===== config.mk =====
export PLATFORM = sky130hd
export DESIGN_NAME = fp_normalize_round_stage_flat
export DESIGN_NICKNAME = d
export VERILOG_FILES = /design/src/rtl/fp_normalize_round_stage_pkg.sv /design/src/rtl/fp_normalize_round_stage_if.sv /design/src/rtl/fp_round_pack_lane.sv /design/src/rtl/fp_normalize_round_stage.sv /design/src/flat_wrapper.sv
export SDC_FILE = /design/constraint.sdc
export NUM_CORES = 2
export LEC_CHECK = 0
export ABC_CLOCK_PERIOD_IN_PS = 59600
export BUFFER_PORTS_ARGS = -buffer_cell sky130_fd_sc_hd__buf_4
export CAP_MARGIN = 20
export CORE_AREA = 2 2 529 531
export DETAILED_ROUTE_END_ITERATION = 10
export DIE_AREA = 0 0 531 533
export PLACE_DENSITY = 0.51
export SYNTH_ARGS = -nofsm -noshare
export SYNTH_HDL_FRONTEND = slang
export SYNTH_SLANG_ARGS = --single-unit

===== constraint.sdc =====
create_clock -name clk -period 59.6 [get_ports clk]
set_input_delay 5.96 -clock clk [delete_from_list [all_inputs] [get_ports clk]]
set_output_delay 5.96 -clock clk [all_outputs]
set_load 0.01 [all_outputs]

===== src/rtl/fp_normalize_round_stage_pkg.sv =====
// Shared definitions for the FP normalise/round/pack stage.
// Holds the default lane count, FP32 field widths, the GRS width and the canonical NaN.
package fp_normalize_round_stage_pkg;

  localparam int LANES_DEFAULT          = 16;
  localparam int SIDEBAND_WIDTH_DEFAULT = 64;

  // IEEE single-precision field widths.
  localparam int FP32_EXP_WIDTH  = 8;
  localparam int FP32_FRAC_WIDTH = 23;

  // Guard, round and sticky bits trail the fraction in the incoming significand.
  localparam int GRS_WIDTH = 3;

  typedef struct packed {
    logic                       sign;
    logic [FP32_EXP_WIDTH-1:0]  exp;
    logic [FP32_FRAC_WIDTH-1:0] frac;
  } fp32_t;

  // Quiet NaN with positive sign and only the fraction MSB set.
  localparam fp32_t FP32_CANONICAL_NAN = fp32_t'(32'h7FC0_0000);

  // Width of a normalisation shift count for a significand of {hidden, frac, G, R, S}.
  function automatic int norm_shift_width(input int frac_width);
    return $clog2(frac_width + 1 + GRS_WIDTH);
  endfunction

endpackage


===== src/rtl/fp_normalize_round_stage_if.sv =====
// Handshake and datapath bundle between the align/add stage, this stage and writeback.
// master drives the op in and accepts the result; slave is the normalise/round stage.
interface fp_normalize_round_stage_if
  import fp_normalize_round_stage_pkg::*;
#(
  parameter int LANES          = LANES_DEFAULT,
  parameter int EXP_WIDTH      = FP32_EXP_WIDTH,
  parameter int FRAC_WIDTH     = FP32_FRAC_WIDTH,
  parameter int SIDEBAND_WIDTH = SIDEBAND_WIDTH_DEFAULT
) ();

  localparam int SIG_WIDTH    = FRAC_WIDTH + 1 + GRS_WIDTH;
  localparam int SHIFT_WIDTH  = norm_shift_width(FRAC_WIDTH);
  localparam int RESULT_WIDTH = 1 + EXP_WIDTH + FRAC_WIDTH;

  logic                            in_valid;
  logic                            in_ready;
  logic [SIDEBAND_WIDTH-1:0]       in_sideband;
  logic [LANES*SIG_WIDTH-1:0]      in_significand;
  logic [LANES*EXP_WIDTH-1:0]      in_exponent;
  logic [LANES*SHIFT_WIDTH-1:0]    in_norm_shift;
  logic [LANES-1:0]                in_sign;
  logic [LANES-1:0]                in_logical_subtract;
  logic [LANES-1:0]                in_is_nan;
  logic [LANES-1:0]                in_is_inf;

  logic                            out_valid;
  logic                            out_ready;
  logic [SIDEBAND_WIDTH-1:0]       out_sideband;
  logic [LANES*RESULT_WIDTH-1:0]   out_result;

  modport master (
    output in_valid, in_sideband, in_significand, in_exponent, in_norm_shift,
           in_sign, in_logical_subtract, in_is_nan, in_is_inf, out_ready,
    input  in_ready, out_valid, out_sideband, out_result
  );

  modport slave (
    input  in_valid, in_sideband, in_significand, in_exponent, in_norm_shift,
           in_sign, in_logical_subtract, in_is_nan, in_is_inf, out_ready,
    output in_ready, out_valid, out_sideband, out_result
  );

endinterface


===== src/rtl/fp_round_pack_lane.sv =====
// Combinational per-lane round-to-nearest-even, special-case selection and packing.
// Takes a normalised significand {hidden, frac, G, R, S} and a signed exponent.
module fp_round_pack_lane
  import fp_normalize_round_stage_pkg::*;
#(
  parameter int EXP_WIDTH  = FP32_EXP_WIDTH,
  parameter int FRAC_WIDTH = FP32_FRAC_WIDTH
) (
  input  logic [FRAC_WIDTH+GRS_WIDTH:0]      sig,
  input  logic signed [EXP_WIDTH+1:0]        exp,
  input  logic                               sign,
  input  logic                               is_nan,
  input  logic                               is_inf,
  output logic [EXP_WIDTH+FRAC_WIDTH:0]      result
);

  localparam int SIG_WIDTH    = FRAC_WIDTH + 1 + GRS_WIDTH;
  localparam int MANT_WIDTH   = FRAC_WIDTH + 1;
  localparam int EXPI_WIDTH   = EXP_WIDTH + 2;
  localparam int RESULT_WIDTH = 1 + EXP_WIDTH + FRAC_WIDTH;

  localparam logic signed [EXPI_WIDTH-1:0] EXP_ZERO     = '0;
  localparam logic signed [EXPI_WIDTH-1:0] EXP_ALL_ONES = {2'b00, {EXP_WIDTH{1'b1}}};

  // FP32 lanes reuse the shared constant so every block agrees on one NaN encoding.
  localparam logic [RESULT_WIDTH-1:0] NAN_PATTERN =
    (EXP_WIDTH == FP32_EXP_WIDTH && FRAC_WIDTH == FP32_FRAC_WIDTH)
      ? RESULT_WIDTH'(FP32_CANONICAL_NAN)
      : {1'b0, {EXP_WIDTH{1'b1}}, 1'b1, {(FRAC_WIDTH-1){1'b0}}};

  logic [MANT_WIDTH-1:0]          mant;
  logic                           guard_bit;
  logic                           round_bit;
  logic                           sticky_bit;
  logic                           round_up;
  logic [MANT_WIDTH:0]            mant_sum;
  logic                           carry;
  logic [FRAC_WIDTH-1:0]          frac_rounded;
  logic signed [EXPI_WIDTH-1:0]   exp_rounded;

  assign mant       = sig[SIG_WIDTH-1:GRS_WIDTH];
  assign guard_bit  = sig[GRS_WIDTH-1];
  assign round_bit  = sig[GRS_WIDTH-2];
  assign sticky_bit = sig[GRS_WIDTH-3];

  // Nearest-even: round up above the halfway point, or at the tie when the LSB is odd.
  assign round_up = guard_bit & (round_bit | sticky_bit | mant[0]);
  assign mant_sum = {1'b0, mant} + {{MANT_WIDTH{1'b0}}, round_up};

  // A carry out of the hidden bit means the mantissa wrapped to 10.000...; renormalise by one.
  assign carry        = mant_sum[MANT_WIDTH];
  assign frac_rounded = carry ? mant_sum[MANT_WIDTH-1:1] : mant_sum[FRAC_WIDTH-1:0];
  assign exp_rounded  = exp + $signed({{(EXPI_WIDTH-1){1'b0}}, carry});

  // Priority select of the packed result: NaN, infinity, exact zero, underflow, overflow, normal.
  always_comb begin
    result = {sign, exp_rounded[EXP_WIDTH-1:0], frac_rounded};
    if (is_nan) begin
      result = NAN_PATTERN;
    end else if (is_inf) begin
      result = {sign, {EXP_WIDTH{1'b1}}, {FRAC_WIDTH{1'b0}}};
    end else if (!sig[SIG_WIDTH-1]) begin
      result = {sign, {(EXP_WIDTH+FRAC_WIDTH){1'b0}}};
    end else if (exp_rounded <= EXP_ZERO) begin
      // No denormal support: anything at or below the minimum exponent flushes to zero.
      result = {sign, {(EXP_WIDTH+FRAC_WIDTH){1'b0}}};
    end else if (exp_rounded >= EXP_ALL_ONES) begin
      result = {sign, {EXP_WIDTH{1'b1}}, {FRAC_WIDTH{1'b0}}};
    end
  end

endmodule


===== src/rtl/fp_normalize_round_stage.sv =====
// Final FP add/mul stage for LANES parallel lanes: normalise (stage A), then round,
// handle specials and pack (stage B). Each stage is a register with valid/ready
// flow control; the sideband travels alongside its op through both stages.
module fp_normalize_round_stage
  import fp_normalize_round_stage_pkg::*;
#(
  parameter int LANES          = LANES_DEFAULT,
  parameter int EXP_WIDTH      = FP32_EXP_WIDTH,
  parameter int FRAC_WIDTH     = FP32_FRAC_WIDTH,
  parameter int SIDEBAND_WIDTH = SIDEBAND_WIDTH_DEFAULT
) (
  input  logic clk,
  input  logic reset,
  fp_normalize_round_stage_if.slave bus
);

  localparam int SIG_WIDTH    = FRAC_WIDTH + 1 + GRS_WIDTH;
  localparam int SHIFT_WIDTH  = norm_shift_width(FRAC_WIDTH);
  localparam int EXPI_WIDTH   = EXP_WIDTH + 2;
  localparam int RESULT_WIDTH = 1 + EXP_WIDTH + FRAC_WIDTH;

  // Flow control
  logic a_valid_reg;
  logic b_valid_reg;
  logic a_advance;
  logic b_advance;

  // Stage A state: normalised significand and signed exponent per lane
  logic [LANES-1:0][SIG_WIDTH-1:0]   a_sig_next;
  logic [LANES-1:0][EXPI_WIDTH-1:0]  a_exp_next;
  logic [LANES-1:0][SIG_WIDTH-1:0]   a_sig_reg;
  logic [LANES-1:0][EXPI_WIDTH-1:0]  a_exp_reg;
  logic [LANES-1:0]                  a_sign_reg;
  logic [LANES-1:0]                  a_nan_reg;
  logic [LANES-1:0]                  a_inf_reg;
  logic [SIDEBAND_WIDTH-1:0]         a_sideband_reg;

  // Stage B state: packed results, driven straight to the output
  logic [LANES*RESULT_WIDTH-1:0]     b_result_next;
  logic [LANES*RESULT_WIDTH-1:0]     out_result_reg;
  logic [SIDEBAND_WIDTH-1:0]         out_sideband_reg;

  // B drains when empty or when downstream accepts; A drains when empty or B drains.
  assign b_advance = !b_valid_reg || bus.out_ready;
  assign a_advance = !a_valid_reg || b_advance;

  assign bus.in_ready     = a_advance;
  assign bus.out_valid    = b_valid_reg;
  assign bus.out_result   = out_result_reg;
  assign bus.out_sideband = out_sideband_reg;

  genvar gi;

  // Normalisation shift per lane; only effective subtractions can produce leading zeros.
  generate
    for (gi = 0; gi < LANES; gi++) begin : g_norm
      logic [SIG_WIDTH-1:0]   sig_in;
      logic [SHIFT_WIDTH-1:0] shift_in;
      logic [EXPI_WIDTH-1:0]  exp_in;
      logic [EXPI_WIDTH-1:0]  shift_ext;

      assign sig_in    = bus.in_significand[gi*SIG_WIDTH +: SIG_WIDTH];
      assign shift_in  = bus.in_norm_shift[gi*SHIFT_WIDTH +: SHIFT_WIDTH];
      assign exp_in    = {2'b00, bus.in_exponent[gi*EXP_WIDTH +: EXP_WIDTH]};
      assign shift_ext = {{(EXPI_WIDTH-SHIFT_WIDTH){1'b0}}, shift_in};

      // Two extra exponent bits let the difference go negative without wrapping.
      assign a_sig_next[gi] = bus.in_logical_subtract[gi] ? (sig_in << shift_in) : sig_in;
      assign a_exp_next[gi] = bus.in_logical_subtract[gi] ? (exp_in - shift_ext) : exp_in;
    end
  endgenerate

  // Stage A occupancy: loads whatever is offered whenever it is allowed to move.
  always_ff @(posedge clk) begin
    if (reset) begin
      a_valid_reg <= 1'b0;
    end else if (a_advance) begin
      a_valid_reg <= bus.in_valid;
    end
  end

  // Stage A payload: captured on an accepted op, held while the stage is stalled.
  always_ff @(posedge clk) begin
    if (!reset && a_advance && bus.in_valid) begin
      a_sig_reg      <= a_sig_next;
      a_exp_reg      <= a_exp_next;
      a_sign_reg     <= bus.in_sign;
      a_nan_reg      <= bus.in_is_nan;
      a_inf_reg      <= bus.in_is_inf;
      a_sideband_reg <= bus.in_sideband;
    end
  end

  // Round, special-case and pack every lane; masking is left to writeback.
  generate
    for (gi = 0; gi < LANES; gi++) begin : g_lane
      fp_round_pack_lane #(
        .EXP_WIDTH  (EXP_WIDTH),
        .FRAC_WIDTH (FRAC_WIDTH)
      ) u_round_pack (
        .sig    (a_sig_reg[gi]),
        .exp    (a_exp_reg[gi]),
        .sign   (a_sign_reg[gi]),
        .is_nan (a_nan_reg[gi]),
        .is_inf (a_inf_reg[gi]),
        .result (b_result_next[gi*RESULT_WIDTH +: RESULT_WIDTH])
      );
    end
  endgenerate

  // Stage B / output register: cleared on reset, refilled from A when it advances.
  always_ff @(posedge clk) begin
    if (reset) begin
      b_valid_reg      <= 1'b0;
      out_result_reg   <= '0;
      out_sideband_reg <= '0;
    end else if (b_advance) begin
      b_valid_reg <= a_valid_reg;
      if (a_valid_reg) begin
        out_result_reg   <= b_result_next;
        out_sideband_reg <= a_sideband_reg;
      end
    end
  end

endmodule

===== src/flat_wrapper.sv =====
// flat-port wrapper written by rule: the top's interface ports become plain ports
module fp_normalize_round_stage_flat import fp_normalize_round_stage_pkg::*;
#(
  parameter int LANES          = LANES_DEFAULT,
  parameter int EXP_WIDTH      = FP32_EXP_WIDTH,
  parameter int FRAC_WIDTH     = FP32_FRAC_WIDTH,
  parameter int SIDEBAND_WIDTH = SIDEBAND_WIDTH_DEFAULT
)
  (clk, reset, bus_in_valid, bus_in_sideband, bus_in_significand, bus_in_exponent, bus_in_norm_shift, bus_in_sign, bus_in_logical_subtract, bus_in_is_nan, bus_in_is_inf, bus_out_ready, bus_in_ready, bus_out_valid, bus_out_sideband, bus_out_result);
  fp_normalize_round_stage_if #(.LANES(LANES), .EXP_WIDTH(EXP_WIDTH), .FRAC_WIDTH(FRAC_WIDTH), .SIDEBAND_WIDTH(SIDEBAND_WIDTH)) bus_i ();
  input  logic clk;
  input  logic reset;
  input wire logic [$bits(bus_i.in_valid)-1:0] bus_in_valid;
  input wire logic [$bits(bus_i.in_sideband)-1:0] bus_in_sideband;
  input wire logic [$bits(bus_i.in_significand)-1:0] bus_in_significand;
  input wire logic [$bits(bus_i.in_exponent)-1:0] bus_in_exponent;
  input wire logic [$bits(bus_i.in_norm_shift)-1:0] bus_in_norm_shift;
  input wire logic [$bits(bus_i.in_sign)-1:0] bus_in_sign;
  input wire logic [$bits(bus_i.in_logical_subtract)-1:0] bus_in_logical_subtract;
  input wire logic [$bits(bus_i.in_is_nan)-1:0] bus_in_is_nan;
  input wire logic [$bits(bus_i.in_is_inf)-1:0] bus_in_is_inf;
  input wire logic [$bits(bus_i.out_ready)-1:0] bus_out_ready;
  output wire logic [$bits(bus_i.in_ready)-1:0] bus_in_ready;
  output wire logic [$bits(bus_i.out_valid)-1:0] bus_out_valid;
  output wire logic [$bits(bus_i.out_sideband)-1:0] bus_out_sideband;
  output wire logic [$bits(bus_i.out_result)-1:0] bus_out_result;
  assign bus_i.in_valid = bus_in_valid;
  assign bus_i.in_sideband = bus_in_sideband;
  assign bus_i.in_significand = bus_in_significand;
  assign bus_i.in_exponent = bus_in_exponent;
  assign bus_i.in_norm_shift = bus_in_norm_shift;
  assign bus_i.in_sign = bus_in_sign;
  assign bus_i.in_logical_subtract = bus_in_logical_subtract;
  assign bus_i.in_is_nan = bus_in_is_nan;
  assign bus_i.in_is_inf = bus_in_is_inf;
  assign bus_i.out_ready = bus_out_ready;
  assign bus_in_ready = bus_i.in_ready;
  assign bus_out_valid = bus_i.out_valid;
  assign bus_out_sideband = bus_i.out_sideband;
  assign bus_out_result = bus_i.out_result;
  fp_normalize_round_stage #(.LANES(LANES), .EXP_WIDTH(EXP_WIDTH), .FRAC_WIDTH(FRAC_WIDTH), .SIDEBAND_WIDTH(SIDEBAND_WIDTH)) u_core (.clk(clk), .reset(reset), .bus(bus_i));
endmodule

# After elaboration in Yosys (flattened, before gate mapping)

Index checks and enable logic that the tools add are counted.

Flip-flop bits (word level): 1266
Bits of input ports: 772
Output and inout bits: 578
Word-level logic and storage cells: 336

$add $sub $neg: 48
Magnitude comparators: 32
Shift-type cells: 16
Muxes and demuxes: 128
Bitwise logic cells: 48
Reduce and logical (&&, ||, !) cells: 8

Operators by type and width:

| operator                                                                          | count |
|---|---|
| 31-bit two-way mux                                                                | 64 |
| 32-bit two-way mux                                                                | 16 |
| 27-bit two-way mux                                                                | 16 |
| 27-bit by 5-bit left shift with 27-bit output                                     | 16 |
| 24-bit by 1-bit adder with 25-bit output                                          | 16 |
| 23-bit two-way mux                                                                | 16 |
| 9-bit by 2-bit adder with 10-bit output                                           | 16 |
| 10-bit by 9-bit >= comparator with 1-bit output, second input constant            | 16 |
| 10-bit by 1-bit less-or-equal comparator with 1-bit output, second input constant | 16 |
| 8-bit by 5-bit subtractor with 9-bit output                                       | 16 |
| 8-bit two-way mux                                                                 | 16 |
| 1-bit OR                                                                          | 32 |
| 1-bit AND                                                                         | 16 |
| 1-bit logical NOT                                                                 | 3 |
| 1-bit logical AND                                                                 | 2 |
| 1-bit logical OR                                                                  | 2 |
| 2-bit AND reduction                                                               | 1 |

# Depth between registers and ports, before layout

Depth in word-level cells: 11
Depth in mapped cells: 18
Mapped depth without buffers: 14

# Modules after synthesis

A second synthesis with hierarchy kept.

Cell total of the unflattened synthesis: 10123
Area, all modules: 90329.1 µm²

By module, submodules not included:

| module                                                   | instances | cells an instance | area each (µm²) | seq. area each (µm²) |
|---|---|---|---|---|
| fp_normalize_round_stage                                 | 1         | 6838              | 68878.6         | 32230.9 |
| fp_round_pack_lane at u_core.g_lane[13].u_round_pack ... | 11        | 216               | 1407.6          | 0.0 |
| fp_round_pack_lane at u_core.g_lane[0].u_round_pack ...  | 4         | 174               | 1149.9          | 0.0 |
| fp_round_pack_lane at u_core.g_lane[9].u_round_pack      | 1         | 213               | 1367.6          | 0.0 |

# Worst setup path after synthesis

No wires, ideal clock.

Path type: input to register
Start point: input port reset
End point: register u_core.a_exp_reg[0] in the netlist's numbering, enable pin
Setup time: 1.153 ns
Data arrival time: 22.347 ns
Data required time: 58.447 ns
Setup slack: 36.100 ns
Cell stages on the path: 4
Path buffers: 2
Cell sequence: inv_1 > clkbuf_1 > clkbuf_1 > and3_1

Cells in the longest elaborated chain, start to end: 3

RTL lines:

| what                           | RTL line                       | source |
|---|---|---|
| from (decl)                    | flat_wrapper.sv:12             | `input logic reset;` |
| 1-bit logical NOT              | fp_normalize_round_stage.sv:84 | `if (!reset && a_advance && bus.in_valid) begin` |
| 1-bit logical AND (2 in a row) | fp_normalize_round_stage.sv:84 |  |
| to (signal assigned)           | fp_normalize_round_stage.sv:86 | `a_exp_reg <= a_exp_next;` |
| to (decl)                      | fp_normalize_round_stage.sv:32 | `logic [LANES-1:0][EXPI_WIDTH-1:0] a_exp_reg;` |

Every way passes these cells.
A chain may end at the register's enable or synchronous reset.

# Worst setup path after layout

Start point: input port bus_out_ready
End point: output port bus_in_ready

Cells in the longest elaborated chain, start to end: 2

RTL lines:

| what             | RTL line                       | source |
|---|---|---|
| from (decl)      | flat_wrapper.sv:22             | `input wire logic [$bits(bus_i.out_ready)-1:0] bus_out_ready;` |
| 1-bit logical OR | fp_normalize_round_stage.sv:44 | `assign b_advance = !b_valid_reg \|\| bus.out_ready;` |
| 1-bit logical OR | fp_normalize_round_stage.sv:45 | `assign a_advance = !a_valid_reg \|\| b_advance;` |
| to (decl)        | flat_wrapper.sv:23             | `output wire logic [$bits(bus_i.in_ready)-1:0] bus_in_ready;` |

Every way passes these cells.

==> results.yml <==
synth:
  yosysUniqueCellTypes: 102
  netlist_area_sq_um: 81400
  synthSimpleGateAreaFrac: 0.172
  synthAdderAreaFrac: 0.0236
  synth_ff_type: "edfxtp_1"
  synth.area.mux_share: 0.147
  synth_compound_area_frac: 0.169
  syn_nets: 9350
  synth-seq-cells: 1266
  synth_async_sr_flop_share: 0
  synth_top_family_by_area: "simple AND/OR/NAND/NOR gates"
  ys_warn_count: 0
  synth_xor_xnor_area_share: 0.0501
  synth-edff-count: 688
  avgSynthCellArea_sq_um: 9.65
  synth_seq_area_share: 0.396
  synth_cells: 8434
drt:
  routedWlPerCell_um: 27.7
  wl_mm: 369
  antenna_left: 0
  vias: 74400
  via_per_inst: 5.58
  firstDrtPassIters: 8
  drcViolationCount: 0
  first_iter_violations: 7107
setup_path:
  slowest_delay_ps: 210
  endpoint_kind: "output pin"
  cp_num_buf_inv: 2
  cp_top_family: "simple AND/OR/NAND/NOR gates"
  critPathMaxFanout: 3
  crit_type: "in2out"
  critPathLaunchType: "primary input"
  worstPathCellList: "buf_4 > nor2b_1 > nand2_1 > buf_4"
  crit_arrival_ps: 6570
  crit_required_ps: 53640
  crit_slowest_cell: "nor2b_1"
  crit_top_cell: "buf_4"
die:
  pin_count: 1350
  rows: 194
  start_util: 0.293
  core_sq_um: 278000
  die_height_um: 533
  die_area_sq_um: 283000
  die_x_um: 531
sta:
  slew_headroom: 0.253
  fin_crit_sh: 0.210
  fin_setup_tns_ps: 0
  setup_viol: 0
  hold_viol_final: 0
  worstMarginPinSlew_ps: 1120
  period_needed_ps: 12530
  max_freq_mhz: 79.8
  drv_slew: 0
  rsz0062_at_grt: "false"
  clock_skew_ps: 83.1
global_route:
  grt_pass1_wl_mm: 522
  grt_pass1_vias: 70700
  antenna_found_initial: 130
  grt_max_degree: 167
  track_usage: 0.249
  gr-total-overflow: 0
clock_network:
  clock_path_buffers: 4
  hold_buffers: 0
  cts_setup_buffers: 0
  cts_buffers: 160
  cts_tree: "done"
  clock_latency_ps: 870
  ctsResizeCount: 0
  h-tree-depth: 4
  cts.sinks: 1266
  cts_root_buf: "clkbuf_16"
  clk_pin_slew_ps: 60
layout:
  nFillCells: 28100
  largest_reg_flops: 512
  final_common_cell: "buf_4"
  fin_cells: 13300
  final_util: 0.359
  syn_to_final_growth_pct: 22.5
  mostFrequentLayoutCells: "buf_4 (1380), nand2_1 (1091), edfxtp_1 (688)"
  layout.nets: 10300
  drive_gt1_frac: 0.221
power_and_ir_drop:
  ir_worst_vdd_mv: 0.0193
  leakagePower_nw: 38.3
  power.density_nw_per_um2: 24.2
placement:
  place.gp.congestion: 0.966
  dp_cells: 13000
  io_buffers: 1349
  place.detailed.hpwl_mm: 293
run_status:
  outcome: "finished, final reports clean"
min_path:
  worstHoldPathType: "reg2reg"
run:
  maxCapViolCount: 0
## path summary, 6_finish.rpt
check                                           startpoint                          to  slack [ps]  cells after the start
worst max-delay path                         bus_out_ready                bus_in_ready       47070                      4
worst max register to register       u_core.a_sig_reg[218]  u_core.bus.out_result[280]       54220                     12
worst min register to register  u_core.bus.out_result[459]  u_core.bus.out_result[459]         460                      2
worst min-delay path            u_core.bus.out_result[459]  u_core.bus.out_result[459]         460                      2
## worst min-delay path: cells and delay by family, from the launching register on
family | cells | cell delay (ps)
DFF | 1 | 330
and+or+nand+nor | 1 | 40
AOI/OAI and AO/OA | 1 | 50
## power breakdown
group | internal [mW] | switching [mW] | total [mW]
Clock | 0.568 | 0.413 | 0.981
Combinational | 0.177 | 0.257 | 0.434
Sequential | 0.965 | 0.0375 | 1.00
Total | 1.71 | 0.708 | 2.42
## layout make-up
| class | count | area (sq um) | share of cell area |
|---|---|---|---|
| clock inverter | 87 | 853 | 0.00856 |
| clock buffer | 207 | 4410 | 0.0442 |
| tap | 3724 | 4660 | 0.0467 |
| multi-input combinational | 6301 | 45800 | 0.459 |
| sequential | 1266 | 32200 | 0.323 |
| antenna | 63 | 158 | 0.00158 |
| timing repair buffer | 1387 | 10500 | 0.105 |
| inverter | 307 | 1150 | 0.0116 |
## cells in the mapped netlist, types with 22 or more instances
master / number / area [sq um]
a32o_1: 138 / 1380
nand2_1: 1092 / 4100
o32ai_1: 31 / 272
o221ai_1: 49 / 429
and2_1: 58 / 363
a22o_1: 85 / 744
nand3_1: 277 / 1390
mux2i_1: 436 / 4360
inv_1: 285 / 1070
nand3b_1: 43 / 323
nor2_1: 675 / 2530
or3_1: 31 / 194
mux4_2: 294 / 6620
nor2b_1: 50 / 313
ha_1: 128 / 1600
nand2b_1: 76 / 475
and4_1: 51 / 447
o2bb2ai_1: 184 / 1610
nor4_1: 38 / 238
mux2_2: 84 / 946
a21oi_1: 345 / 1730
nor3_1: 158 / 791
and3_1: 187 / 1170
buf_1: 65 / 244
a211oi_1: 206 / 1550
dfxtp_1: 578 / 11600
a31oi_1: 49 / 307
o211ai_1: 29 / 218
xnor2_1: 302 / 2650
clkbuf_1: 382 / 1430
nand4_1: 137 / 857
o22ai_1: 76 / 475
a221o_1: 39 / 390
o21a_1: 22 / 165
o22a_1: 71 / 622
xor2_1: 164 / 1440
edfxtp_1: 688 / 20700
buf_2: 93 / 465
o21ai_0: 327 / 1640
o31ai_1: 71 / 533
## routing by layer
layer / part of all wire / wire, um / vias to the layer above / track usage
met2: 0.47 / 173000 / 3067 / 0.401
li1: - / - / 33900 / -
met5: 0.00099 / 365 / - / 0
met4: 0.043 / 16000 / 54 / 0.116
met1: 0.41 / 152000 / 36800 / 0.315
met3: 0.077 / 28300 / 582 / 0.0574
## cells by family after synthesis
logic type	count (synthesis)
adders and majority gates	144
xor gates and xnor gates	466
muxes	814
AOI/OAI and AO/OA	1917
buffers and inverters	867
and+or+nand+nor	2960
DFF	1266
## metrics by stage
step	setup WS [ps]	cell area (sq um)	hold WS (ps)	total power, mW
after global placement	47070	94300	440	1.45
after floorplan	36100	81400	458	1.27
final	47070	99700	455	2.42
after global routing	47020	99700	476	2.51
after CTS	47070	99500	458	2.44
after detailed placement	47080	94300	446	1.45
No activity file was read; power rests on OpenSTA's default activity.
